**config.mk**
```make
export PLATFORM = sky130hd
export DESIGN_NAME = spi_frame_receiver
export DESIGN_NICKNAME = d
export VERILOG_FILES = /design/src/rtl/spi_frame_receiver.sv
export SDC_FILE = /design/constraint.sdc
export NUM_CORES = 1
export LEC_CHECK = 0
export CAP_MARGIN = 20
export CORE_MARGIN = 4
export CORE_UTILIZATION = 35
export DETAILED_ROUTE_END_ITERATION = 10
export PLACE_DENSITY_LB_ADDON = 0.3
export SLEW_MARGIN = 20
export SYNTH_ARGS = -nofsm -noshare
export SYNTH_HDL_FRONTEND = slang
export SYNTH_SLANG_ARGS = --single-unit
export TNS_END_PERCENT = 10
```
**constraint.sdc**
```tcl
create_clock -name clkIn -period 1.8 [get_ports clkIn]
set_clock_uncertainty 0.05 [all_clocks]
set_input_delay 0.36 -clock clkIn [delete_from_list [all_inputs] [get_ports clkIn]]
set_output_delay 0.36 -clock clkIn [all_outputs]
set_load 0.02 [all_outputs]
```
**src/rtl/spi_frame_receiver.sv**
```systemverilog
// SPI frame receiver: samples miso on synchronized sclk rises, frames the transfer with csN,
// and hands completed words to a one-entry output buffer. Optional SPI_FRAME_OVERRUN_CNT_EN adds overrunCnt.
module spi_frame_receiver #(
  parameter int DATA_WIDTH    = 16,
  parameter int CS_HOLD_EDGES = 1
) (
  input  logic                  clkIn,
  input  logic                  rst,
  input  logic                  sclk,
  input  logic                  start,
  input  logic                  miso,
  output logic                  csN,
  output logic                  busy,
  output logic [DATA_WIDTH-1:0] dataOut,
  output logic                  dataValid,
  input  logic                  dataReady,
  output logic                  overrun
`ifdef SPI_FRAME_OVERRUN_CNT_EN
  ,
  output logic [7:0]            overrunCnt
`endif
);

  localparam int CNT_W  = $clog2(DATA_WIDTH + 1);
  localparam int HOLD_W = 2;

  localparam logic [2:0] IDLE  = 3'd0;
  localparam logic [2:0] SETUP = 3'd1;
  localparam logic [2:0] SHIFT = 3'd2;
  localparam logic [2:0] HOLD  = 3'd3;
  localparam logic [2:0] DONE  = 3'd4;

  logic [2:0]            stateReg;
  logic [CNT_W-1:0]      bitCntReg;
  logic [HOLD_W-1:0]     holdCntReg;
  logic [DATA_WIDTH-1:0] shiftReg;
  logic                  sclkMeta;
  logic                  sclkSync;
  logic                  sclkPrev;
  logic                  sclkRise;
  logic                  sclkFall;

  always_ff @(posedge clkIn or posedge rst) begin
    if (rst) begin
      sclkMeta <= 1'b0;
      sclkSync <= 1'b0;
      sclkPrev <= 1'b0;
    end else begin
      sclkMeta <= sclk;
      sclkSync <= sclkMeta;
      sclkPrev <= sclkSync;
    end
  end

  assign sclkRise = sclkSync & ~sclkPrev;
  assign sclkFall = ~sclkSync & sclkPrev;

  always_ff @(posedge clkIn or posedge rst) begin
    if (rst) begin
      stateReg   <= IDLE;
      bitCntReg  <= '0;
      holdCntReg <= '0;
      shiftReg   <= '0;
    end else begin
      case (stateReg)
        IDLE: begin
          if (start) stateReg <= SETUP;
        end
        SETUP: begin
          bitCntReg  <= '0;
          holdCntReg <= '0;
          if (sclkFall) stateReg <= SHIFT;
        end
        SHIFT: begin
          if (sclkRise) begin
            shiftReg  <= {shiftReg[DATA_WIDTH-2:0], miso};
            bitCntReg <= bitCntReg + 1'b1;
            if (bitCntReg == CNT_W'(DATA_WIDTH - 1)) begin
              stateReg   <= HOLD;
              holdCntReg <= '0;
            end
          end
        end
        HOLD: begin
          if (sclkFall) begin
            if (holdCntReg == HOLD_W'(CS_HOLD_EDGES - 1)) stateReg <= DONE;
            else holdCntReg <= holdCntReg + 1'b1;
          end
        end
        DONE: begin
          stateReg <= IDLE;
        end
        default: begin
          stateReg <= IDLE;
        end
      endcase
    end
  end

  // csN follows the state directly so it releases in the very cycle DONE is entered
  always_comb begin
    csN  = 1'b1;
    busy = (stateReg != IDLE);
    if (stateReg == SETUP || stateReg == SHIFT || stateReg == HOLD) csN = 1'b0;
  end

  always_ff @(posedge clkIn or posedge rst) begin
    if (rst) begin
      dataOut   <= '0;
      dataValid <= 1'b0;
      overrun   <= 1'b0;
    end else begin
      overrun <= 1'b0;
      if (stateReg == DONE) begin
        if (!dataValid || dataReady) begin
          dataOut   <= shiftReg;
          dataValid <= 1'b1;
        end else begin
          overrun <= 1'b1;
        end
      end else if (dataReady) begin
        dataValid <= 1'b0;
      end
    end
  end

`ifdef SPI_FRAME_OVERRUN_CNT_EN
  always_ff @(posedge clkIn or posedge rst) begin
    if (rst) overrunCnt <= '0;
    else if (overrun && overrunCnt != 8'hFF) overrunCnt <= overrunCnt + 1'b1;
  end
`endif

endmodule

```
* Yosys cells after proc, flatten, opt, wreduce, memory -nomap -nowiden *
Cells that the tools add are included.

cells by class
  bitwise logic cells = 4
  $add $sub $neg = 2
  reductions and logical operators = 16
  equality and inequality tests = 13
  mux-type cells = 20

operators by type and width
  operator                                             number
  two-way mux 3 bit                                    6
  != test 2 bit, second input constant                 7
  one-hot mux 3 bit (4 select lines)                   1
  one-hot mux 5 bit (2 select lines)                   1
  two-way mux 2 bit                                    4
  AND reduction 2 bit                                  4
  equality test 3 x 2 -> 1 bit, second input constant  2
  two-way mux 1 bit                                    6
  one-hot mux 2 bit (3 select lines)                   1
  AND reduction 6 bit                                  1
  nonzero test 3 bit                                   2
  adder 5 x 1 -> 5 bit, second input constant          1
  equality test 5 x 4 -> 1 bit, second input constant  1
  two-way mux 5 bit                                    1
  AND reduction 5 bit                                  1
  nonzero test 2 bit                                   2
  equality test 3 x 1 -> 1 bit, second input constant  1
  equality test 3 bit, second input constant           1
  logical NOT 3 bit                                    1
  logical OR 1 bit                                     3
  adder 2 x 1 -> 2 bit, second input constant          1
  bitwise AND 1 bit                                    2
  logical NOT 2 bit                                    1
  != test 2 x 1 -> 1 bit, second input constant        1
  other kinds (2)                                      3

storage, ports and cells
  flip-flop bits (word level) = 47
  output and inout bits = 20
  input bits = 6

* Logic depth before layout (Yosys ltp) *
Gate-level depths: netlist (run 1).

  word-level depth = 4
  gate-level depth with buffers = 6
  depth with buffers taken out = 6

* Worst setup path after synthesis (run 1) *
Ideal clock, no wire load.

  kind = reg-to-reg
  start = register stateReg[1]
  end = register shiftReg[0]
  setup slack = 253 ps
  required time = 1625 ps
  cell stages (with the launch flop) = 7
  period minus slack after synthesis = 1547 ps
  arrival = 1372 ps
  path buffers = 3
  cell sequence = dfrtp_1 buf_4 and2b_1 buf_6 nand3_4 buf_6 mux2_4

between the ends
  longest elaborated chain between the ends = 2

RTL lines
  what                           line  RTL
  start, declared                33    logic [2:0] stateReg;
  start signal, assigned         60    stateReg <= IDLE;
  start signal, assigned         67    if (start) stateReg <= SETUP;
  start signal, assigned         72    if (sclkFall) stateReg <= SHIFT;
  equality test 3 x 2 -> 1 bit   65    case (stateReg)
  AND reduction 2 bit (no line)  n/a
  end signal, assigned           76    shiftReg <= {shiftReg[DATA_WIDTH-2:0], miso};
  end, declared                  36    logic [DATA_WIDTH-1:0] shiftReg;

Every way passes these cells.
A chain may end at the register's enable or synchronous reset.

* Worst setup path after layout (run 1) *
  start = register stateReg[1]
  end = output csN

between the ends
  longest elaborated chain between the ends = 4
  elaborated cells on any way between the ends = 6
  classes of those cells = 3 x eq/ne; 1 x mux; 2 x reduce/logical

RTL lines
  what                                                                          line  RTL
  equality test 3 x 1 -> 1 bit or equality test 3 x 2 -> 1 bit (tied branches)  104   if (stateReg == SETUP || stateReg == SHIFT || stateReg == HOLD) csN = 1'b0;
  logical OR 1 bit                                                              104
  logical OR 1 bit *                                                            104
  two-way mux 1 bit *                                                           104
  end, declared                                                                 12    output logic csN,

Mark *: on every way between the ends. The rest lies on a longest branch, timed or not.

==> qor.yml, run 1 <==
synthesis:
  ys_types: 39
  synth_cells: 145
  synth.area.top_cells: "dfrtp_1 (58%), mux2_2 (12%), mux2_4 (5.2%), mux2_1 (2.8%), mux2i_1 (2.0%)"
  synth_nets: 154
  synth-seq-cells: 47
  yosysSeqAreaShare_pct: 58.2
  yosys_warnings: 0
  synth_edf_count: 0
  synthFlopType: "dfrtp_1"
  ys_async_sr_fraction_pct: 100
  synth_top_area_share_pct: 58.2
  syn-cell-area_um2: 2020
  postSynthAreaPerCell_um2: 13.9
  yosysTopAreaCell: "dfrtp_1"
clock_tree:
  clock_sinks: 47
  cts-root-buf: "clkbuf_8"
  post-cts-setup-buffer-count: 0
  cts_buffer_depth: 2
  cts_made_buffers: 5
  clk_latency_ns: 0.29
  cts_max_level: 2
  clkTransAtPathRegs_ns: 0.09
  cts_tree: "yes"
power:
  internal_power_w: 0.00195
  power_frac_comb_pct: 29.8
  p_sw_w: 0.000888
  clkPwrFrac_pct: 23.6
  p_leak_nw: 1.24
  worst_ir_drop_vdd_uv: 573
  swShare_pct: 31.3
  power.total_w: 0.00284
  powerDensity_nw_per_um2: 1140
  seq_power_share_pct: 46.5
worst_setup_path:
  worstPathCellList: "o21bai_1 > dlygate4sd2_1"
  startpoint: "stateReg[1]"
  required_ns: 1.39
  critPathBufInv: 1
  path_class: "reg2out"
  cp_top_family: "flip-flops"
  cp-end-kind: "output port"
  arrival_ns: 1.31
  cpMaxStageDelayCell: "dfrtp_1"
  path_max_fanout: 4
  max_stage_delay_ns: 0.42
  start_kind: "flop"
  rr_startpoint: "stateReg[0]"
routing:
  drt_iter0_markers: 67
  wl_per_cell_um: 13.5
  detail-route-antenna-nets: 0
  routed_via_density: 4.87
  vias: 1227
  routed_wl_mm: 3.39
  drc_errors: 0
  firstDrtPassIters: 4
global_routing:
  grt_pass1_wl_mm: 6.02
  antenna_found_initial: 0
  grt_pass1_vias: 1259
  grt_max_degree: 48
  grt.total_usage_pct: 10.7
  grt-ovfl-total: 0
timing:
  finalCriticalPeriod_ns: 1.72
  maxSlewViolCount: 0
  worst_slew_pin_slew_ns: 0.375
  rsz0062_at_grt: "no"
  timing.fmax_mhz: 580
  setup_violations: 0
  setup_tns_ns: 0
  slew_headroom_pct: 74.3
  timing_hold_violations_final: 0
  finalCritPeriodShare_pct: 95.8
layout:
  fin_cells: 252
  fin_area_um2: 2490
  final_cell_mix: "dfrtp_1 (47), clkdlybuf4s50_1 (23), mux2_2 (21)"
  layout-drive-gt1-share_pct: 28.3
  antenna_cells: 0
  nets: 188
  syn_to_final_growth_pct: 23.4
  post-route-util_pct: 45.0
  layout_commonest_cell: "dfrtp_1"
  fillerInstances: 519
floorplanning:
  core_um2: 5540
  die_h_um: 84.0
  row_count: 27
  die-area_um2: 7060
  ios: 26
  start_util_pct: 36.5
  die_w_um: 84.0
place:
  placed_cells: 244
  dpl_cell_area_um2: 2400
  place_congestion: 0.724
  place.detailed.hpwl_mm: 2.35
  portBuffers: 25
run:
  drv_cap: 0
min_path:
  hp-start: "sclkMeta"
  hold_path_class: "reg2reg"
status:
  status: "finished, final reports clean"
cells by family (layout without fill, tap and decap cells):
kind of cell | count (synthesis) | count (layout) | share of synthesized area [%]
flops | 47 | 47 | 58.2
mux | 37 | 37 | 21.7
simple gates | 34 | 34 | 10.7
buf+inv | 13 | 48 | 3.65
compound gates | 11 | 11 | 3.96
fa+ha+maj | 3 | 3 | 1.86
state kept, by name, indices dropped and copies added, names as in the netlist:
register and count:
dataOut 16, shiftReg 16, bitCntReg 5, stateReg 3, holdCntReg 2, dataValid 1
overrun 1, sclkMeta 1, sclkPrev 1, sclkSync 1
worst reg2reg max path, cell delays in order (launching register included):
cell      delay, ns
dfrtp_1        0.42
buf_4          0.18
nor4bb_1       0.32
mux2_2         0.37
a22o_1         0.17
layout make-up:
cell class / count / area (µm²) / area share (%)
Clock buffer: 6 / 82.6 / 3.31
Inverter: 7 / 26.3 / 1.05
Sequential cell: 47 / 1180 / 47.1
Multi-Input combinational cell: 85 / 774 / 31.0
Timing Repair Buffer: 33 / 329 / 13.2
Tap cell: 72 / 90.1 / 3.61
Clock inverter: 2 / 16.3 / 0.652
layer usage:
metal | wire length [µm] | GRT usage [%]
met1 | 1510 | 13.2
met2 | 1670 | 17.2
met3 | 185 | 4.05
met4 | 34 | 3.80
met5 | 0 | 0
power by group through the flow:
stage / clock [W] / combinational (W) / sequential (W)
2_1_floorplan: 0 / 0.000565 / 0.00135
3_3_place_gp: 0 / 0.000845 / 0.00133
3_5_place_dp: 0 / 0.000866 / 0.00134
4_1_cts: 0.000702 / 0.000856 / 0.00133
5_1_grt: 0.000749 / 0.000921 / 0.00135
6_report: 0.000670 / 0.000847 / 0.00132
per-stage QoR:
step           hold WS (ns)  setup slack, ns
2_1_floorplan         0.281            0.253
6_report              0.312           0.0757
3_3_place_gp          0.287           0.0812
5_1_grt               0.331          0.00238
4_1_cts               0.318           0.0289
3_5_place_dp          0.298           0.0496
synthesized netlist by cell type, drive strengths merged (2+ instances only):
cell type and number:
dfrtp 47, mux2 33, inv 7, buf 6, nand2 6, and3 5, nor2 5, mux2i 4
ha 3, nand2b 3, nand3 3, nand4 2, or3 2
what timing repair did:
item / CTS / global route
cloned: 0 / 0
hold buffers: 0 / 0
pin swaps: 0 / 1
setup endpoints to repair: 2 / 2
gates resized for setup: 4 / 2
final timing paths:
path                            slack [ns]      endpoint  depth (start not counted)
worst max-delay path                  0.08           csN                          2
worst min-delay path                  0.31      sclkSync                          0
worst max register to register        0.19  bitCntReg[2]                          4
worst min register to register        0.31      sclkSync                          0
max in group asynchronous             1.13  shiftReg[14]                          3
min in group asynchronous             0.36    dataOut[1]                          3
Note: power is estimated with default switching activity, not from simulation.
==> inputs of run 2 (changes only) <==
- CTS_CLUSTER_DIAMETER: not set -> 120
==> results of run 2 <==
No change in the layout: final DEF, timing and power equal those of run 1.
